**config.mk**
```make
export PLATFORM = sky130hd
export DESIGN_NAME = mat_vec_result_collector_flat
export DESIGN_NICKNAME = d
export VERILOG_FILES = /design/src/rtl/mat_vec_result_collector_if.sv /design/src/rtl/mat_vec_result_collector.sv /design/src/flat_wrapper.sv
export SDC_FILE = /design/constraint.sdc
export NUM_CORES = 1
export LEC_CHECK = 0
export CAP_MARGIN = 20
export CORE_MARGIN = 4
export CORE_UTILIZATION = 41
export CTS_BUF_LIST = sky130_fd_sc_hd__clkbuf_2 sky130_fd_sc_hd__clkbuf_4 sky130_fd_sc_hd__clkbuf_8
export CTS_CLUSTER_DIAMETER = 30
export DETAILED_ROUTE_END_ITERATION = 8
export PLACE_DENSITY = 0.95
export SETUP_SLACK_MARGIN = 0.5
export SYNTH_ARGS = -nofsm -noshare
export SYNTH_HDL_FRONTEND = slang
export SYNTH_SLANG_ARGS = --single-unit
export TNS_END_PERCENT = 20
```
**constraint.sdc**
```tcl
create_clock -name clk -period 2.9 [get_ports clk]
set_clock_uncertainty 0.05 [all_clocks]
set_input_delay 0.29 -clock clk [delete_from_list [all_inputs] [get_ports clk]]
set_output_delay 0.29 -clock clk [all_outputs]
set_load 0.02 [all_outputs]
```
**src/rtl/mat_vec_result_collector_if.sv**
```systemverilog
// Result-group handshake between the matrix-by-vector result decoder and the collector.
// The master drives groups; the slave reports when it can take them.
interface mat_vec_result_collector_if #(
    parameter int element_width = 32,
    parameter int no_of_units   = 4
);
    logic [element_width*no_of_units-1:0] in_group;
    logic                                 read_now;
    logic                                 collector_ready;

    modport master (output in_group, output read_now, input collector_ready);
    modport slave  (input in_group, input read_now, output collector_ready);
endinterface

```
**src/rtl/mat_vec_result_collector.sv**
```systemverilog
// Assembles per-group row results into the full per-cluster result vector,
// dropping padding rows and flagging strobes that arrive after completion.
module mat_vec_result_collector #(
    parameter int no_of_eqn_per_cluster = 3,
    parameter int element_width         = 32,
    parameter int no_of_units           = 4,
    parameter int NI                    = 8,
    parameter int additional            = NI - (no_of_eqn_per_cluster % NI),
    parameter int total                 = no_of_eqn_per_cluster + additional
) (
    input  logic                                          clk,
    input  logic                                          reset,
    input  logic                                          start,
    mat_vec_result_collector_if.slave                     res_if,
    output logic [no_of_eqn_per_cluster*element_width-1:0] out_full,
    output logic                                          finish,
    output logic                                          overflow_err
);
    localparam int G     = total / no_of_units;
    localparam int CNT_W = $clog2(G + 1);
    localparam int VEC_W = no_of_eqn_per_cluster * element_width;
    localparam logic [CNT_W-1:0] LAST_GROUP = CNT_W'(G - 1);
    localparam logic [CNT_W-1:0] CNT_ONE    = CNT_W'(1);

    typedef enum logic [1:0] {IDLE, COLLECT, DONE} state_t;

    state_t             state_q, state_d;
    logic [CNT_W-1:0]   group_cnt_q, group_cnt_d;
    logic [VEC_W-1:0]   out_full_q, out_full_d;
    logic               overflow_err_q, overflow_err_d;
    logic               ready_q, ready_d;
    logic               finish_q, finish_d;

    always_ff @(posedge clk or negedge reset) begin
        if (!reset) begin
            state_q        <= IDLE;
            group_cnt_q    <= '0;
            out_full_q     <= '0;
            overflow_err_q <= 1'b0;
            ready_q        <= 1'b0;
            finish_q       <= 1'b0;
        end else begin
            state_q        <= state_d;
            group_cnt_q    <= group_cnt_d;
            out_full_q     <= out_full_d;
            overflow_err_q <= overflow_err_d;
            ready_q        <= ready_d;
            finish_q       <= finish_d;
        end
    end

    // Dropping start always wins, including over a final strobe on the same edge.
    always_comb begin
        state_d = state_q;
        case (state_q)
            IDLE:    if (start) state_d = COLLECT;
            COLLECT: begin
                if (!start)
                    state_d = IDLE;
                else if (res_if.read_now && group_cnt_q == LAST_GROUP)
                    state_d = DONE;
            end
            DONE:    if (!start) state_d = IDLE;
            default: state_d = IDLE;
        endcase
    end

    always_comb begin
        group_cnt_d    = group_cnt_q;
        out_full_d     = out_full_q;
        overflow_err_d = overflow_err_q;
        ready_d        = (state_d == COLLECT);
        finish_d       = (state_d == DONE);
        case (state_q)
            IDLE: begin
                if (start) begin
                    group_cnt_d    = '0;
                    out_full_d     = '0;
                    overflow_err_d = 1'b0;
                end
            end
            COLLECT: begin
                if (start && res_if.read_now) begin
                    // Only real rows have a slot; padding lanes of the last group fall away.
                    for (int r = 0; r < no_of_eqn_per_cluster; r++) begin
                        if ((r / no_of_units) == int'(group_cnt_q))
                            out_full_d[element_width*(no_of_eqn_per_cluster-r)-1 -: element_width] =
                                res_if.in_group[element_width*(no_of_units-(r % no_of_units))-1 -: element_width];
                    end
                    group_cnt_d = group_cnt_q + CNT_ONE;
                end
            end
            DONE: begin
                if (res_if.read_now)
                    overflow_err_d = 1'b1;
            end
            default: ;
        endcase
    end

    assign res_if.collector_ready = ready_q;
    assign out_full               = out_full_q;
    assign finish                 = finish_q;
    assign overflow_err           = overflow_err_q;
endmodule

```
**src/flat_wrapper.sv**
```systemverilog
// flat-port wrapper written by rule: the top's interface ports become plain ports
module mat_vec_result_collector_flat 
#(
    parameter int no_of_eqn_per_cluster = 3,
    parameter int element_width         = 32,
    parameter int no_of_units           = 4,
    parameter int NI                    = 8,
    parameter int additional            = NI - (no_of_eqn_per_cluster % NI),
    parameter int total                 = no_of_eqn_per_cluster + additional
)
  (clk, reset, start, out_full, finish, overflow_err, res_if_in_group, res_if_read_now, res_if_collector_ready);
  mat_vec_result_collector_if #(.element_width(element_width), .no_of_units(no_of_units)) res_if_i ();
  input  logic clk;
  input  logic reset;
  input  logic start;
  output logic [no_of_eqn_per_cluster*element_width-1:0] out_full;
  output logic finish;
  output logic overflow_err;
  input wire logic [$bits(res_if_i.in_group)-1:0] res_if_in_group;
  input wire logic [$bits(res_if_i.read_now)-1:0] res_if_read_now;
  output wire logic [$bits(res_if_i.collector_ready)-1:0] res_if_collector_ready;
  assign res_if_i.in_group = res_if_in_group;
  assign res_if_i.read_now = res_if_read_now;
  assign res_if_collector_ready = res_if_i.collector_ready;
  mat_vec_result_collector #(.no_of_eqn_per_cluster(no_of_eqn_per_cluster), .element_width(element_width), .no_of_units(no_of_units), .NI(NI), .additional(additional), .total(total)) u_core (.clk(clk), .reset(reset), .start(start), .res_if(res_if_i), .out_full(out_full), .finish(finish), .overflow_err(overflow_err));
endmodule
```
Word-level counts from Yosys, hierarchy flattened

Index checks and enable logic that the tools add are counted.

Add/subtract/negate cells: 1
Multiply operators: 0
Div/mod/pow operators: 0
Magnitude comparators: 0
Equal/unequal tests: 9
Shift-type cells: 0
Mux-type cells: 17
Bitwise logic cells: 0
Reductions and logical operators: 9

Operators with widths:

| kind                                                  | number |
|---|---|
| 2-to-1 mux 96 bit                                     | 2 |
| case mux 96 bit (2 select lines)                      | 1 |
| 2-to-1 mux 32 bit                                     | 3 |
| 2-to-1 mux 2 bit                                      | 6 |
| == test 2 x 1 -> 1 bit, second input constant         | 3 |
| case mux 2 bit (3 select lines)                       | 1 |
| AND reduction 3 bit                                   | 2 |
| == test 2 bit, second input constant                  | 2 |
| zero test 2 bit                                       | 2 |
| inequality test 2 x 1 -> 1 bit, second input constant | 2 |
| inequality test 2 bit, second input constant          | 2 |
| case mux 2 bit (2 select lines)                       | 1 |
| AND reduction 4 bit                                   | 1 |
| nonzero test 2 bit                                    | 2 |
| adder 2 x 1 -> 2 bit, second input constant           | 1 |
| logical AND 1 bit                                     | 2 |
| 2-to-1 mux 1 bit                                      | 2 |
| case mux 1 bit (2 select lines)                       | 1 |

Flip-flop bits (word level): 103
Bits in latches: 0
RAM bits: 0
Bits in read-only memories: 0
Input bits: 132
Output and inout port bits: 99
Word-level logic and storage cells: 42
Memories: 0

Logic depth before layout (Yosys ltp)

Gate-level depths: netlist (run 1).

Depth after elaboration: 6
Gate-level depth with buffers: 7
Gate-level depth less buffers: 5

Worst setup path before layout (run 1)

Ideal clock, no wire load.

Path kind: register to register
Start point: reg u_core.group_cnt_q[0]
End point: reg u_core.out_full_q[17] (netlist: u_core.out_full[17])
Data arrival time: 1.415 ns
Data required time: 2.784 ns
Slack: 1.370 ns
Cell stages (with the launch flop): 8
Path buffers: 2
Period minus slack after synthesis: 1.530 ns
Cell sequence: dfrtp_1 -> inv_1 -> ha_1 -> and2_1 -> o21ai_2 -> buf_4 -> buf_2 -> a22o_1

Cells in the longest elaborated chain, start to end: 3

Ends and longest elaborated chain:

| item                                            | RTL line                       | source |
|---|---|---|
| start, declared                                 | mat_vec_result_collector.sv:28 | `logic [CNT_W-1:0] group_cnt_q, group_cnt_d;` |
| start signal, assigned                          | mat_vec_result_collector.sv:44 | `group_cnt_q <= group_cnt_d;` |
| zero test 2 bit                                 | mat_vec_result_collector.sv:86 | `if ((r / no_of_units) == int'(group_cnt_q))` |
| inequality test 2 x 1 -> 1 bit (no source line) | -                              |  |
| AND reduction 4 bit (no source line)            | -                              |  |
| end signal, assigned                            | mat_vec_result_collector.sv:45 | `out_full_q <= out_full_d;` |
| end, declared                                   | mat_vec_result_collector.sv:29 | `logic [VEC_W-1:0] out_full_q, out_full_d;` |

Every way passes these cells.
A chain may end at the register's enable or synchronous reset.

Worst setup path after layout (run 1)

Start point: reg u_core.group_cnt_q[0]
End point: reg u_core.out_full_q[90] (netlist: u_core.out_full[90])

The elaborated chain is that of the path after synthesis.

==> results of run 1 <==
==> power by group <==
| group | internal [W] | switching, W | total [W] |
|---|---|---|---|
| Combinational | 0.000508 | 0.000439 | 0.000947 |
| Sequential | 0.00159 | 0.0000965 | 0.00169 |
| Clock | 0.000559 | 0.000447 | 0.00101 |
| Total | 0.00266 | 0.000983 | 0.00364 |
==> critical path, cell delays in order, from the launching register on <==
cell and delay, ns:
dfrtp_1 0.41, inv_1 0.06, ha_1 0.20, and2_1 0.18, o21ai_4 0.12, buf_4 0.62
a22o_1 0.27
==> Yosys cell counts, drive strengths merged <==
cell type | n | share of area
a22o | 96 | 0.23
nor2b | 2 | 0.0054
buf | 16 | 0.031
o21ai | 5 | 0.0077
ha | 2 | 0.0067
nand2b | 2 | 0.0034
nor2 | 1 | 0.0010
clkbuf | 5 | 0.0050
inv | 4 | 0.0040
and4 | 1 | 0.0024
nand3 | 3 | 0.0040
and2 | 3 | 0.0050
dfrtp | 103 | 0.69
o22ai | 2 | 0.0034
a21oi | 2 | 0.0027
==> per-layer routing <==
metal,GRT usage,wire length (um)
met5,0,0
met2,0.307,5050
met4,0.0627,147
met3,0.0604,1040
met1,0.246,4190
==> flip-flops by register name, indices dropped and copies added (netlist names) <==
signal / cells
u_core.finish: 1
u_core.group_cnt_q: 2
u_core.out_full: 96
u_core.overflow_err: 1
u_core.res_if.collector_ready: 1
u_core.state_q: 2
==> timing repair <==
| action | 4_1_cts | 5_1_grt |
|---|---|---|
| hold endpoints to repair | 0 | 36 |
| hold buffers | 0 | 1 |
| endpoints found under the setup margin | 0 | 0 |
| resized for setup | 0 | 0 |
==> path summary, 6_finish.rpt <==
path	start	to	slack [ns]	depth (start not counted)
max	u_core.group_cnt_q[0]	u_core.out_full[90]	0.88	6
min	reset	u_core.out_full[27]	0.39	2
max reg2reg	u_core.group_cnt_q[0]	u_core.out_full[90]	0.88	6
min reg2reg	u_core.out_full[36]	u_core.out_full[36]	0.46	1
max in group asynchronous	reset	u_core.out_full[70]	1.74	3
min in group clk	u_core.out_full[36]	u_core.out_full[36]	0.46	1
==> cell type report <==
| type | instances | area [um^2] | share of cell area |
|---|---|---|---|
| Multi-Input combinational cell | 119 | 1010 | 0.167 |
| Clock buffer | 9 | 124 | 0.0205 |
| Sequential cell | 103 | 2580 | 0.427 |
| Clock inverter | 4 | 97.6 | 0.0162 |
| Timing Repair Buffer | 206 | 2070 | 0.344 |
| Tap cell | 108 | 135 | 0.0224 |
| Inverter | 4 | 15.0 | 0.00249 |
==> through the flow <==
stage                util  hold WS, ns  area, um^2  cells
global route        0.688        0.431        6030    553
CTS                 0.684        0.154        5990    551
detailed placement  0.658        0.441        5770    538
finish              0.688        0.394        6030    553
floorplan               -      -0.0556        3720    247
global placement    0.658        0.438        5770    538
==> cell families after synthesis <==
kind of cell | Yosys count | synth area share
AOI/OAI and AO/OA | 105 | 0.240
adders and majority gates | 2 | 0.00672
buffers and inverters | 25 | 0.0403
DFF | 103 | 0.692
and+or+nand+nor | 12 | 0.0212
==> flow_metrics.env, run 1 <==
export IMPL_status="finished, final reports clean"
export IMPL_clkTransAtPathRegs_ns=0.09
export IMPL_vias_per_cell=5.30
export IMPL_final_cell_mix="clkdlybuf4s50_1 (197), dfrtp_1 (103), a22o_1 (96)"
export IMPL_die_y_um=103
export IMPL_port_buffers=198
export IMPL_clock_latency_ns=0.34
export IMPL_grt_pass1_wl_mm=15.6
export IMPL_p_leak_nw=2.68
export IMPL_yosys_warnings=0
export IMPL_antenna_found_initial=0
export IMPL_synth_seq_cells=103
export IMPL_cap_violations=0
export IMPL_timing_worst_setup_path_type="flip-flop to flip-flop"
export IMPL_ant_nets=0
export IMPL_worst_slew_pin_slew_ns=0.759
export IMPL_finalMaxSlewViolations=0
export IMPL_hold_class="primary input to asynchronous set/reset pin"
export IMPL_dieArea_um2=10700
export IMPL_start_kind="flip-flop"
export IMPL_grt_remaining_overflow=0
export IMPL_peakVddDrop_v=0.000288
export IMPL_grt_pass1_vias=3029
export IMPL_cts_buffer_depth=2
export IMPL_p_total_w=0.00364
export IMPL_pre_cts_slack_ns=0.702
export IMPL_synthToLayoutAreaGrowth_pct=61.9
export IMPL_finalCritPeriodShare=0.695
export IMPL_cp_arrival_ns=2.24
export IMPL_tns_ns=0
export IMPL_final_nets=577
export IMPL_dp_hpwl_mm=7.45
export IMPL_synth_area_um2=3720
export IMPL_grt_setup_unrepaired="false"
export IMPL_cts_sinks=103
export IMPL_post_drt_wl_per_cell_um=18.9
export IMPL_initial_core_util=0.425
export IMPL_powerDensity_nw_per_um2=604
export IMPL_die_x_um=103
export IMPL_postCtsSetupRepairBufs=0
export IMPL_io_pins=231
export IMPL_core_um2=8760
export IMPL_slew_headroom=0.494
export IMPL_diodes=0
export IMPL_end_kind="flip-flop"
export IMPL_drcViolationCount=0
export IMPL_hold_viol=0
export IMPL_min_period_ns=2.02
export IMPL_postSynthAreaPerCell_um2=15.1
export IMPL_cts_tree="yes"
export IMPL_drive_above_1_share=0.0539
export IMPL_wirelength_mm=10.4
export IMPL_rows=34
export IMPL_clockRootBuffer="clkbuf_8"
export IMPL_drtIter0Drc=96
export IMPL_syn_num_nets=381
export IMPL_synth_seq_area_share=0.692
export IMPL_fillers=613
export IMPL_syn_inst=247
export IMPL_worst_ep_required_time_ns=3.13
export IMPL_final_common_cell="clkdlybuf4s50_1"
export IMPL_setup_violations=0
export IMPL_ys_types=19
export IMPL_drtPass1Iterations=4
export IMPL_htree_levels=3
export IMPL_path_max_fanout=73
export IMPL_grt_usage=0.191
export IMPL_grt_max_degree=97
export IMPL_setup_ws_ns=0.884
export IMPL_vias=2932
export IMPL_cts_made_buffers=9
export IMPL_fmax_mhz=496
export IMPL_gp_congestion=0.744
Power figures use the tool's default switching activity.
==> run 2, diff against run 1 <==
CORE_UTILIZATION = 34   (was 41)
PLACE_DENSITY = 0.88   (was 0.95)
clock period = 1.8 ns   (was 2.9 ns; I/O delays follow)
==> flow_metrics.env, run 2 (synthesis gave the netlist of run 1 again) <==
export IMPL_status="finished, final reports clean"
export IMPL_vias_per_cell=5.06
export IMPL_drcViolationCount=0
export IMPL_grt_setup_unrepaired="true"
export IMPL_cap_violations=0
export IMPL_tns_ns=0
export IMPL_port_buffers=198
export IMPL_htree_levels=3
export IMPL_final_cell_mix="clkdlybuf4s50_1 (117), dfrtp_1 (103), a22o_1 (96)"
export IMPL_clock_latency_ns=0.34
export IMPL_end_kind="primary output"
export IMPL_setup_violations=0
export IMPL_pre_cts_slack_ns=0.0510
export IMPL_design_area_um2=6390
export IMPL_final_nets=592
export IMPL_initial_core_util=0.354
export IMPL_die_x_um=113
export IMPL_peakVddDrop_v=0.000487
export IMPL_dieArea_um2=12700
export IMPL_cp_num_buf_inv=1
export IMPL_grt_remaining_overflow=0
export IMPL_grt_usage=0.164
export IMPL_start_kind="flip-flop"
export IMPL_met2_length_mm=5.46
export IMPL_hold_viol=0
export IMPL_clkTransAtPathRegs_ns=0.10
export IMPL_max_stage_delay_ns=0.60
export IMPL_path_max_fanout=2
export IMPL_cts_buffer_depth=2
export IMPL_cts_made_buffers=9
export IMPL_dp_hpwl_mm=7.21
export IMPL_grt_max_degree=104
export IMPL_drtPass1Iterations=4
export IMPL_wl_met1_mm=4.68
export IMPL_p_leak_nw=3.12
export IMPL_drtIter0Drc=170
export IMPL_ant_nets=0
export IMPL_gp_congestion=0.864
export IMPL_antenna_found_initial=0
export IMPL_path_cells="clkdlybuf4s50_1"
export IMPL_drive_above_1_share=0.151
export IMPL_wirelength_mm=11.2
export IMPL_core_um2=10500
export IMPL_worst_ep_required_time_ns=1.57
export IMPL_diodes=0
export IMPL_worst_slew_pin_slew_ns=0.528
export IMPL_finalCritPeriodShare=0.860
export IMPL_wl_met3_um=864
export IMPL_placed_area_um2=5890
export IMPL_topRoutingLayerUsed="met4"
export IMPL_critPathTopFamily="buffers and inverters"
export IMPL_slew_headroom=0.648
export IMPL_setup_ws_ns=0.253
export IMPL_hold_class="primary input to flip-flop"
export IMPL_cts_sinks=103
export IMPL_vias=3030
export IMPL_powerDensity_nw_per_um2=917
export IMPL_rows=37
export IMPL_post_drt_wl_per_cell_um=18.7
export IMPL_io_pins=231
export IMPL_grt_pass1_wl_mm=16.7
export IMPL_finalMaxSlewViolations=0
export IMPL_largest_reg_flops=96
export IMPL_cts_tree="yes"
export IMPL_grt_pass1_vias=3165
export IMPL_die_y_um=113
export IMPL_timing_worst_setup_path_type="flip-flop to primary output"
export IMPL_final_common_cell="clkdlybuf4s50_1"
export IMPL_cp_arrival_ns=1.32
export IMPL_slowest_stage="clkdlybuf4s50_1"
export IMPL_min_period_ns=1.55
export IMPL_synthToLayoutAreaGrowth_pct=71.5
export IMPL_fmax_mhz=646
export IMPL_clockRootBuffer="clkbuf_8"
## run 2: final cells by class
type / count / area (um^2)
fill: 829 / 4120
sequential: 103 / 2580
timing repair buffer: 221 / 2380
multi-input combinational: 119 / 1020
clock buffer: 14 / 180
tap: 136 / 170
clock inverter: 2 / 37.5
inverter: 4 / 15.0
## run 2: layer usage
layer	global-route usage	up-vias
met3	0.0518	15
met5	0	-
met1	0.202	1505
met4	0.0641	0
li1	-	1367
met2	0.269	143
## run 2: final timing paths
| path | startpoint | end | slack (ns) | cells past startpoint |
|---|---|---|---|---|
| setup / recovery | u_core.out_full[46] | out_full[46] | 0.25 | 1 |
| hold / removal | res_if_in_group[121] | u_core.out_full[89] | 0.36 | 2 |
| setup reg to reg | u_core.group_cnt_q[0] | u_core.out_full[32] | 0.26 | 7 |
| hold reg to reg | u_core.out_full[11] | u_core.out_full[11] | 0.46 | 1 |
| max in group asynchronous | reset | u_core.out_full[71] | 0.92 | 3 |
| min in group asynchronous | reset | u_core.out_full[34] | 0.38 | 3 |
## run 2: report_power, final
group	internal (W)	switching, W	leakage [nW]	total [W]
Sequential	0.00257	0.000142	1.39	0.00271
Combinational	0.000858	0.000766	1.62	0.00162
Clock	0.000790	0.000732	0.110	0.00152
Total	0.00421	0.00164	3.12	0.00585
## run 2: what timing repair did
item / in CTS / in global routing
hold buffers: 1 / 0
endpoints found under the setup margin: 195 / 176
gates resized for setup: 130 / 9
pin swaps: 2 / 13
endpoints found under the hold margin: 103 / 0
cloned: 2 / 8
buffers inserted: 3 / 1
## run 2: per-stage QoR
step / cells / util / total power [W] / hold slack (ns)
after floorplan: 247 / - / 0.00345 / -0.166
after global placement: 568 / 0.560 / 0.00429 / 0.227
after detailed placement: 568 / 0.560 / 0.00433 / 0.236
after global routing: 599 / 0.608 / 0.00614 / 0.338
final: 599 / 0.608 / 0.00585 / 0.363
after CTS: 590 / 0.589 / 0.00582 / 0.342
